--- config.mk ---
export PLATFORM = sky130hd
export DESIGN_NAME = alu_pwr_ctrl
export DESIGN_NICKNAME = d
export VERILOG_FILES = /design/src/rtl/alu_pwr_pkg.sv /design/src/rtl/alu_pwr_timer.sv /design/src/rtl/alu_pwr_ctrl.sv
export SDC_FILE = /design/constraint.sdc
export NUM_CORES = 1
export LEC_CHECK = 0
export CAP_MARGIN = 20
export CORE_ASPECT_RATIO = 0.8
export CORE_MARGIN = 3
export CORE_UTILIZATION = 41
export DETAILED_ROUTE_END_ITERATION = 10
export HOLD_SLACK_MARGIN = 0.1
export PLACE_DENSITY = 0.67
export SYNTH_ARGS = -nofsm -noshare
export SYNTH_HDL_FRONTEND = slang
export SYNTH_SLANG_ARGS = --single-unit
--- constraint.sdc ---
create_clock -name clk -period 2.1 [get_ports clk]
set_clock_uncertainty 0.1 [all_clocks]
set_input_delay 0.42 -clock clk [delete_from_list [all_inputs] [get_ports clk]]
set_output_delay 0.42 -clock clk [all_outputs]
set_load 0.02 [all_outputs]
--- src/rtl/alu_pwr_pkg.sv ---
// Shared types for the ALU power-sequencing controller: FSM state encoding,
// dwell-counter width and the Moore output decode used by alu_pwr_ctrl.
package alu_pwr_pkg;

   localparam int ALU_PWR_CNT_W = 8;

   typedef enum logic [2:0] {
      OFF     = 3'd0,
      PWR_UP  = 3'd1,
      ON      = 3'd2,
      DRAIN   = 3'd3,
      ISO     = 3'd4,
      PWR_OFF = 3'd5
   } alu_pwr_state_e;

   typedef struct packed {
      logic pwr_en;
      logic iso_en;
      logic ready;
   } alu_pwr_out_t;

   // Power switch, isolation and ready levels that belong to each state.
   function automatic alu_pwr_out_t pwr_decode(alu_pwr_state_e s);
      alu_pwr_out_t o;
      case (s)
         OFF:     o = '{pwr_en: 1'b0, iso_en: 1'b1, ready: 1'b0};
         PWR_UP:  o = '{pwr_en: 1'b1, iso_en: 1'b1, ready: 1'b0};
         ON:      o = '{pwr_en: 1'b1, iso_en: 1'b0, ready: 1'b1};
         DRAIN:   o = '{pwr_en: 1'b1, iso_en: 1'b0, ready: 1'b0};
         ISO:     o = '{pwr_en: 1'b1, iso_en: 1'b1, ready: 1'b0};
         PWR_OFF: o = '{pwr_en: 1'b1, iso_en: 1'b1, ready: 1'b0};
         default: o = '{pwr_en: 1'b0, iso_en: 1'b1, ready: 1'b0};
      endcase
      return o;
   endfunction

endpackage

--- src/rtl/alu_pwr_timer.sv ---
// Loadable down-counter shared by the settle, isolation-setup and drain
// dwell timers. done is high whenever the count sits at zero.
module alu_pwr_timer
   import alu_pwr_pkg::*;
(
   input  logic                     clk,
   input  logic                     rst,
   input  logic                     load,
   input  logic [ALU_PWR_CNT_W-1:0] load_val,
   output logic                     done
);

   logic [ALU_PWR_CNT_W-1:0] cnt;

   // Load on state entry, otherwise count down and park at zero.
   // NOTE: sequential state uses non-blocking assignments so every register
   // samples pre-edge values regardless of block ordering.
   always_ff @(posedge clk) begin
      if (rst)
         cnt <= '0;
      else if (load)
         cnt <= load_val;
      else if (cnt != '0)
         cnt <= cnt - ALU_PWR_CNT_W'(1);
   end

   assign done = (cnt == '0);

endmodule

--- src/rtl/alu_pwr_ctrl.sv ---
// Power-sequencing controller for the gated ALU subsystem. Drives the ALU
// power switch and output isolation so isolation always brackets a power
// transition, and gates start so operations only issue while fully on.
// Optional feature macro: ALU_PWR_CTRL_DRAIN_TIMEOUT_EN (forces DRAIN->ISO
// after DRAIN_MAX busy cycles and raises a sticky drain_err).
module alu_pwr_ctrl
   import alu_pwr_pkg::*;
#(
   parameter int PWR_SETTLE = 4,
   parameter int ISO_SETUP  = 2,
   parameter int DRAIN_MAX  = 64
)(
   input  logic       clk,
   input  logic       rst,
   input  logic       pwr_req,
   input  logic       alu_busy,
   input  logic       start_in,
   output logic       start_out,
   output logic       alu_pwr_en,
   output logic       iso_en,
   output logic       alu_ready,
   output logic [2:0] pwr_state
`ifdef ALU_PWR_CTRL_DRAIN_TIMEOUT_EN
   ,
   output logic       drain_err
`endif
);

   if (PWR_SETTLE < 1 || PWR_SETTLE > 255 || ISO_SETUP < 1 || ISO_SETUP > 255 ||
       DRAIN_MAX < 1 || DRAIN_MAX > 255) begin : g_bad_params
      $error("alu_pwr_ctrl: PWR_SETTLE, ISO_SETUP and DRAIN_MAX must be 1..255");
   end

   // The timer exits when it reaches zero, so a dwell of N loads N-1.
   localparam logic [ALU_PWR_CNT_W-1:0] SETTLE_LD = ALU_PWR_CNT_W'(PWR_SETTLE - 1);
   localparam logic [ALU_PWR_CNT_W-1:0] ISO_LD    = ALU_PWR_CNT_W'(ISO_SETUP - 1);
`ifdef ALU_PWR_CTRL_DRAIN_TIMEOUT_EN
   localparam logic [ALU_PWR_CNT_W-1:0] DRAIN_LD  = ALU_PWR_CNT_W'(DRAIN_MAX - 1);
`endif

   alu_pwr_state_e           state;
   alu_pwr_out_t             outs;
   logic                     go_up;
   logic                     go_drain;
   logic                     drain_exit;
   logic                     drain_timeout;
   logic                     go_iso;
   logic                     tmr_load;
   logic [ALU_PWR_CNT_W-1:0] tmr_load_val;
   logic                     tmr_done;

   // Transition requests and dwell-timer load control.
   // NOTE: every always_comb output gets a default first so no path can
   // leave it unassigned and infer a latch.
   always_comb begin
      go_up         = 1'b0;
      go_drain      = 1'b0;
      drain_exit    = 1'b0;
      drain_timeout = 1'b0;
      tmr_load      = 1'b0;
      tmr_load_val  = '0;

      go_up      = (state == OFF) && pwr_req;
      go_drain   = (state == ON) && !pwr_req;
      drain_exit = (state == DRAIN) && !pwr_req && !alu_busy;
`ifdef ALU_PWR_CTRL_DRAIN_TIMEOUT_EN
      drain_timeout = (state == DRAIN) && !pwr_req && alu_busy && tmr_done;
`endif
      go_iso = drain_exit || drain_timeout;

      if (go_up) begin
         tmr_load     = 1'b1;
         tmr_load_val = SETTLE_LD;
      end else if (go_iso) begin
         tmr_load     = 1'b1;
         tmr_load_val = ISO_LD;
      end
`ifdef ALU_PWR_CTRL_DRAIN_TIMEOUT_EN
      else if (go_drain) begin
         tmr_load     = 1'b1;
         tmr_load_val = DRAIN_LD;
      end
`endif
   end

   alu_pwr_timer u_timer (
      .clk      (clk),
      .rst      (rst),
      .load     (tmr_load),
      .load_val (tmr_load_val),
      .done     (tmr_done)
   );

   // Sequencing FSM; outputs are registered alongside the state they decode.
   always_ff @(posedge clk) begin
      if (rst) begin
         state <= OFF;
         outs  <= pwr_decode(OFF);
      end else begin
         case (state)
            OFF: if (go_up) begin
               state <= PWR_UP;
               outs  <= pwr_decode(PWR_UP);
            end
            PWR_UP: if (tmr_done) begin
               state <= ON;
               outs  <= pwr_decode(ON);
            end
            ON: if (go_drain) begin
               state <= DRAIN;
               outs  <= pwr_decode(DRAIN);
            end
            DRAIN: if (pwr_req) begin
               state <= ON;
               outs  <= pwr_decode(ON);
            end else if (go_iso) begin
               state <= ISO;
               outs  <= pwr_decode(ISO);
            end
            ISO: if (tmr_done) begin
               state <= PWR_OFF;
               outs  <= pwr_decode(PWR_OFF);
            end
            PWR_OFF: begin
               state <= OFF;
               outs  <= pwr_decode(OFF);
            end
            default: begin
               state <= OFF;
               outs  <= pwr_decode(OFF);
            end
         endcase
      end
   end

`ifdef ALU_PWR_CTRL_DRAIN_TIMEOUT_EN
   // Sticky record that a drain was cut short by the timeout.
   always_ff @(posedge clk) begin
      if (rst)
         drain_err <= 1'b0;
      else if (drain_timeout)
         drain_err <= 1'b1;
   end
`endif

   assign alu_pwr_en = outs.pwr_en;
   assign iso_en     = outs.iso_en;
   assign alu_ready  = outs.ready;
   assign pwr_state  = state;
   // A start issued in the cycle pwr_req drops is discarded.
   assign start_out  = start_in && (state == ON) && pwr_req;

endmodule

# Word level (Yosys, flattened, before mapping)
# Cells that the tools add are included.
dict set report classes {
  add_sub_neg 1
  multipliers 0
  div_mod_pow 0
  magnitude_cmp 0
  n_eq_ne 9
  shift 0
  muxes 19
  n_bitwise 0
  n_reduce_logical 13
}
# operator count
set op_table {}
lappend op_table {{$mux W3} 11}
lappend op_table {{$pmux W3 S5} 2}
lappend op_table {{$mux W8} 2}
lappend op_table {{$logic_not A8 Y1} 1}
lappend op_table {{$ne A2 B2 Y1 const B} 4}
lappend op_table {{$reduce_bool A8 Y1} 1}
lappend op_table {{$sub A8 B1 Y8 const B} 1}
lappend op_table {{$eq A3 B2 Y1 const B} 2}
lappend op_table {{$logic_and A1 B1 Y1} 6}
lappend op_table {{$reduce_and A5 Y1} 1}
lappend op_table {{$eq A3 B1 Y1 const B} 1}
lappend op_table {{$eq A3 B3 Y1 const B} 1}
lappend op_table {{$logic_not A3 Y1} 1}
lappend op_table {{$mux W1} 3}
lappend op_table {{$ne A3 B3 Y1 const B} 1}
lappend op_table {{$logic_not A1 Y1} 2}
lappend op_table {{$mux W2} 1}
lappend op_table {{$reduce_bool A2 Y1} 1}
dict set report word_totals {
  register_bits 14
  latch_bits 0
  ramBits 0
  mem_bits_ro 0
  inputBits 5
  out_inout_bits 7
  word_cells 47
  mem_count 0
}

# Logic depth before layout (Yosys ltp)
dict set report depth {
  ltp_word 6
  depth_mapped 6
}

# By module
# Synthesis repeated with hierarchy kept, for this count alone.
dict set report unflattened {
  hier_cells 107
  area_unflattened_um2 873.3
}
# mod n_inst cells_per_inst area_each_um2 seq_area_each_um2
set modules_own_cells {}
lappend modules_own_cells {alu_pwr_timer 1 53 475.5 160.2}
lappend modules_own_cells {alu_pwr_ctrl 1 54 397.9 120.1}

# Least setup slack after synthesis
# OpenSTA, ideal clock, no wires.
dict set report synth_path {
  path_type {flip-flop to output port}
  from {reg state[1] (netlist: pwr_state[1])}
  to {out start_out}
  t_arrival_ps 1429
  required_time_ps 1580
  setup_slack_ps 151
  path_stages_with_launch 4
  path_buffers 1
  cell_sequence {dfxtp_1 > buf_4 > nand2_1 > nor4b_1}
}
dict set report synth_between {
  elab_chain_len 3
}
# item line_no
set synth_rtl {}
lappend synth_rtl {{start, declared} alu_pwr_ctrl.sv:41} ;# alu_pwr_state_e state;
lappend synth_rtl {{start signal, assigned} alu_pwr_ctrl.sv:97} ;# state <= OFF;
lappend synth_rtl {{start signal, assigned} alu_pwr_ctrl.sv:102} ;# state <= PWR_UP;
lappend synth_rtl {{start signal, assigned} alu_pwr_ctrl.sv:106} ;# state <= ON;
lappend synth_rtl {{$eq A3 B2 Y1} alu_pwr_ctrl.sv:151} ;# assign start_out = start_in && (state == ON) && pwr_req;
lappend synth_rtl {{$logic_and A1 B1 Y1 (2 in series)} alu_pwr_ctrl.sv:151}
lappend synth_rtl {{end, declared} alu_pwr_ctrl.sv:18} ;# output logic start_out,
# Every way passes these cells.

# Worst setup path after layout
dict set report layout_path {
  from {in start_in}
  to {out start_out}
}
dict set report layout_between {
  elab_chain_len 2
}
# item line_no
set layout_rtl {}
lappend layout_rtl {{start, declared} alu_pwr_ctrl.sv:17} ;# input logic start_in,
lappend layout_rtl {{$logic_and A1 B1 Y1 (2 in series)} alu_pwr_ctrl.sv:151}
# Every way passes these cells.

==> flow_summary.ini <==
[routing]
num_vias = 709
drtIter0Drc = 34
drc_errors = 0
wl_per_cell_um = 11.50
viasPerCell = 5.064
dr.pass1.iters = 4
antenna_left = 0
wl_mm = 1.610

[clocking]
cts.sinks = 14
numCtsBuffers = 3
clockBufferDepth = 2
cts_hold_buf = 0
clk_pin_slew_worst_paths_ns = 0.09
postCtsSetupBuffers = 0
htree_levels = 1
cts_tree = done
cts-root-buf = clkbuf_4
worstSkewPairLatency_ns = 0.28

[placed_design]
dpl.hpwl_mm = 1.236
pre_cts_ws_ns = -0.3127
finalWeightedCongestion = 0.8058
dpl_cell_area_um2 = 1008
portBuffers = 11

[critical_path]
crit_fanout = 1
cpMaxStageDelayCell = clkdlybuf4s50_1
end_kind = output pin
cp_cell_sequence = clkdlybuf4s50_1 -> nand2_1 -> nor4b_1 -> clkbuf_2
setup.worst_path.start_class = input port
r2r-start = u_timer.cnt[0]$_SDFFE_PP0P_
arrival_ns = 1.45
cp_num_buf_inv = 2
cpPeakStageDelay_ns = 0.46
critPathRequiredTime_ns = 1.58
cp-startpoint = start_in
critical_path_class = in2out
cpLargestDelayFamily = buffers and inverters

[cells_and_area]
synthToLayoutAreaGrowth_pct = 24.22
final_common_cell = dfxtp_1
final_cell_mix = 14 x dfxtp_1, 11 x nor2_1, 10 x clkdlybuf4s50_1
n_antenna_cell = 0
fin_area_um2 = 1046
drive_gt1_share_pct = 16.38
fillers = 166
nets = 124

[synthesis]
synthesis.area_um2 = 842.1
synth_area_leaders = dfxtp_1 33%, mux2i_1 5.9%, nor2_1 4.9%
synth_top_area_share_pct = 33.28
synth_area_per_cell_um2 = 8.771
synth_cell_types = 32
seq_area_frac_synth_pct = 33.28
ys_seq_elements = 14
yosys_warnings = 0
synthesis.nets = 103
synth.largest_area_cell = dfxtp_1
syn_inst = 96

[sta]
maxSlewViolCount = 0
setup-tns-final_ns = 0
tightest_slew_ns = 0.4772
fin_crit_sh_pct = 93.89
fin_ws_ns = 0.1284
setup_viol = 0
slew_headroom_pct = 67.37
fmax_ghz = 0.5072
finalHoldViolCount = 0
rsz0062_at_grt = no
period_needed_ns = 1.972

[global_route]
grt-ovfl-total = 0
track_usage_pct = 13.41
grt_start_max_net_pins = 11
grt_pass1_vias = 577
grt_pass1_wl_mm = 2.704
antenna_found_initial = 0

[floorplan]
die_y_um = 46.54
die-area_um2 = 2637
initial_utilization_pct = 44.10
rows = 14
ios = 12
coreArea_um2 = 1909
die_x_um = 56.67

[hold_path]
min_from = alu_ready$_SDFFE_PP0P_
hp-class = reg2reg

[status]
status = finished, final reports clean

[flow_run]
max_cap_violations = 0

[power_and_ir_drop]
vdd_drop_max_mv = 0.7735
leakagePower_nw = 0.4322
powerDensity_nw_per_um2 = 1697
==> per-layer routing <==
metal	vias up	global-route usage (%)	part of all wire, %
li1	381	-	-
met5	-	0	0
met1	313	20.33	58
met2	13	17.05	37
met4	0	7.109	1.1
met3	2	2.801	4.5
==> synthesized netlist by cell type, drive strengths merged <==
cell / number
xnor2: 3
a21o: 1
nand3b: 3
a32oi: 1
nor2b: 1
nor3: 4
a311oi: 1
ha: 2
nand3: 5
nand2b: 4
o21ai: 1
o211ai: 1
inv: 7
nand2: 10
and3: 1
nor3b: 1
buf: 4
mux2i: 5
o21bai: 1
a21oi: 6
nor4b: 1
mux2: 1
nor4: 1
a32o: 2
nor2: 11
dfxtp: 14
a2111oi: 1
a31oi: 1
a211o: 1
o22ai: 1
==> worst register-to-register path: stages, from the launching register on <==
cell and delay [ns]:
dfxtp_1 0.35, inv_1 0.11, ha_1 0.21, nor3b_4 0.33, nand2_4 0.12, a32oi_4 0.25
mux2_4 0.32
==> worst paths after layout <==
| check | slack, ns | to | cells past startpoint |
|---|---|---|---|
| setup reg to reg | 0.20 | alu_pwr_en$_SDFFE_PP0P_ | 6 |
| hold reg to reg | 0.36 | alu_ready$_SDFFE_PP0P_ | 2 |
| setup / recovery | 0.13 | start_out | 4 |
| hold / removal | 0.36 | alu_ready$_SDFFE_PP0P_ | 2 |
==> registers in the layout, indices dropped and copies added (netlist names) <==
name / cells
alu_pwr_en: 1
u_timer.cnt: 8
iso_en: 1
pwr_state: 3
alu_ready: 1
==> logic make-up (layout without fill, tap and decap cells) <==
| family | count (synthesis) | count (layout) | synth area share [%] |
|---|---|---|---|
| buffers and inverters | 11 | 31 | 8.024 |
| xor gates and xnor gates | 3 | 3 | 3.121 |
| and+or+nand+nor | 42 | 42 | 27.79 |
| adders and majority gates | 2 | 2 | 2.971 |
| DFF | 14 | 14 | 33.28 |
| muxes | 6 | 6 | 7.726 |
| AOI/OAI and AO/OA | 18 | 18 | 17.09 |
==> per-stage QoR <==
stage          hold slack [ns]  std cells  power [mW]  utilization (%)
3_5_place_dp            0.3544        136       1.563            52.82
4_1_cts                 0.3673        140       1.763            54.65
3_3_place_gp            0.3477        136       1.552            52.82
6_report                0.3631        140       1.775            54.78
5_1_grt                 0.4076        140       1.925            54.78
2_1_floorplan           0.3797         96       1.275                -
==> area by class of cell <==
type	count	area (um2)	area share [%]
timing repair buffer	20	172.7	16.51
sequential	14	280.3	26.79
tap	24	30.03	2.871
inverter	7	26.28	2.512
clock buffer	4	36.28	3.469
multi-input combinational	71	500.5	47.85
==> timing repair <==
action                                  4_1_cts  5_1_grt
cloned                                        0        0
endpoints found under the setup margin        1        3
resized for setup                             3        2
pin swaps                                     0        0
==> power breakdown <==
group,leakage (nW),switching [mW],internal [mW]
Clock,0.0210,0.0917,0.105
Combinational,0.296,0.542,0.552
Sequential,0.115,0.109,0.374
Total,0.432,0.743,1.03
Power figures use the tool's default switching activity.
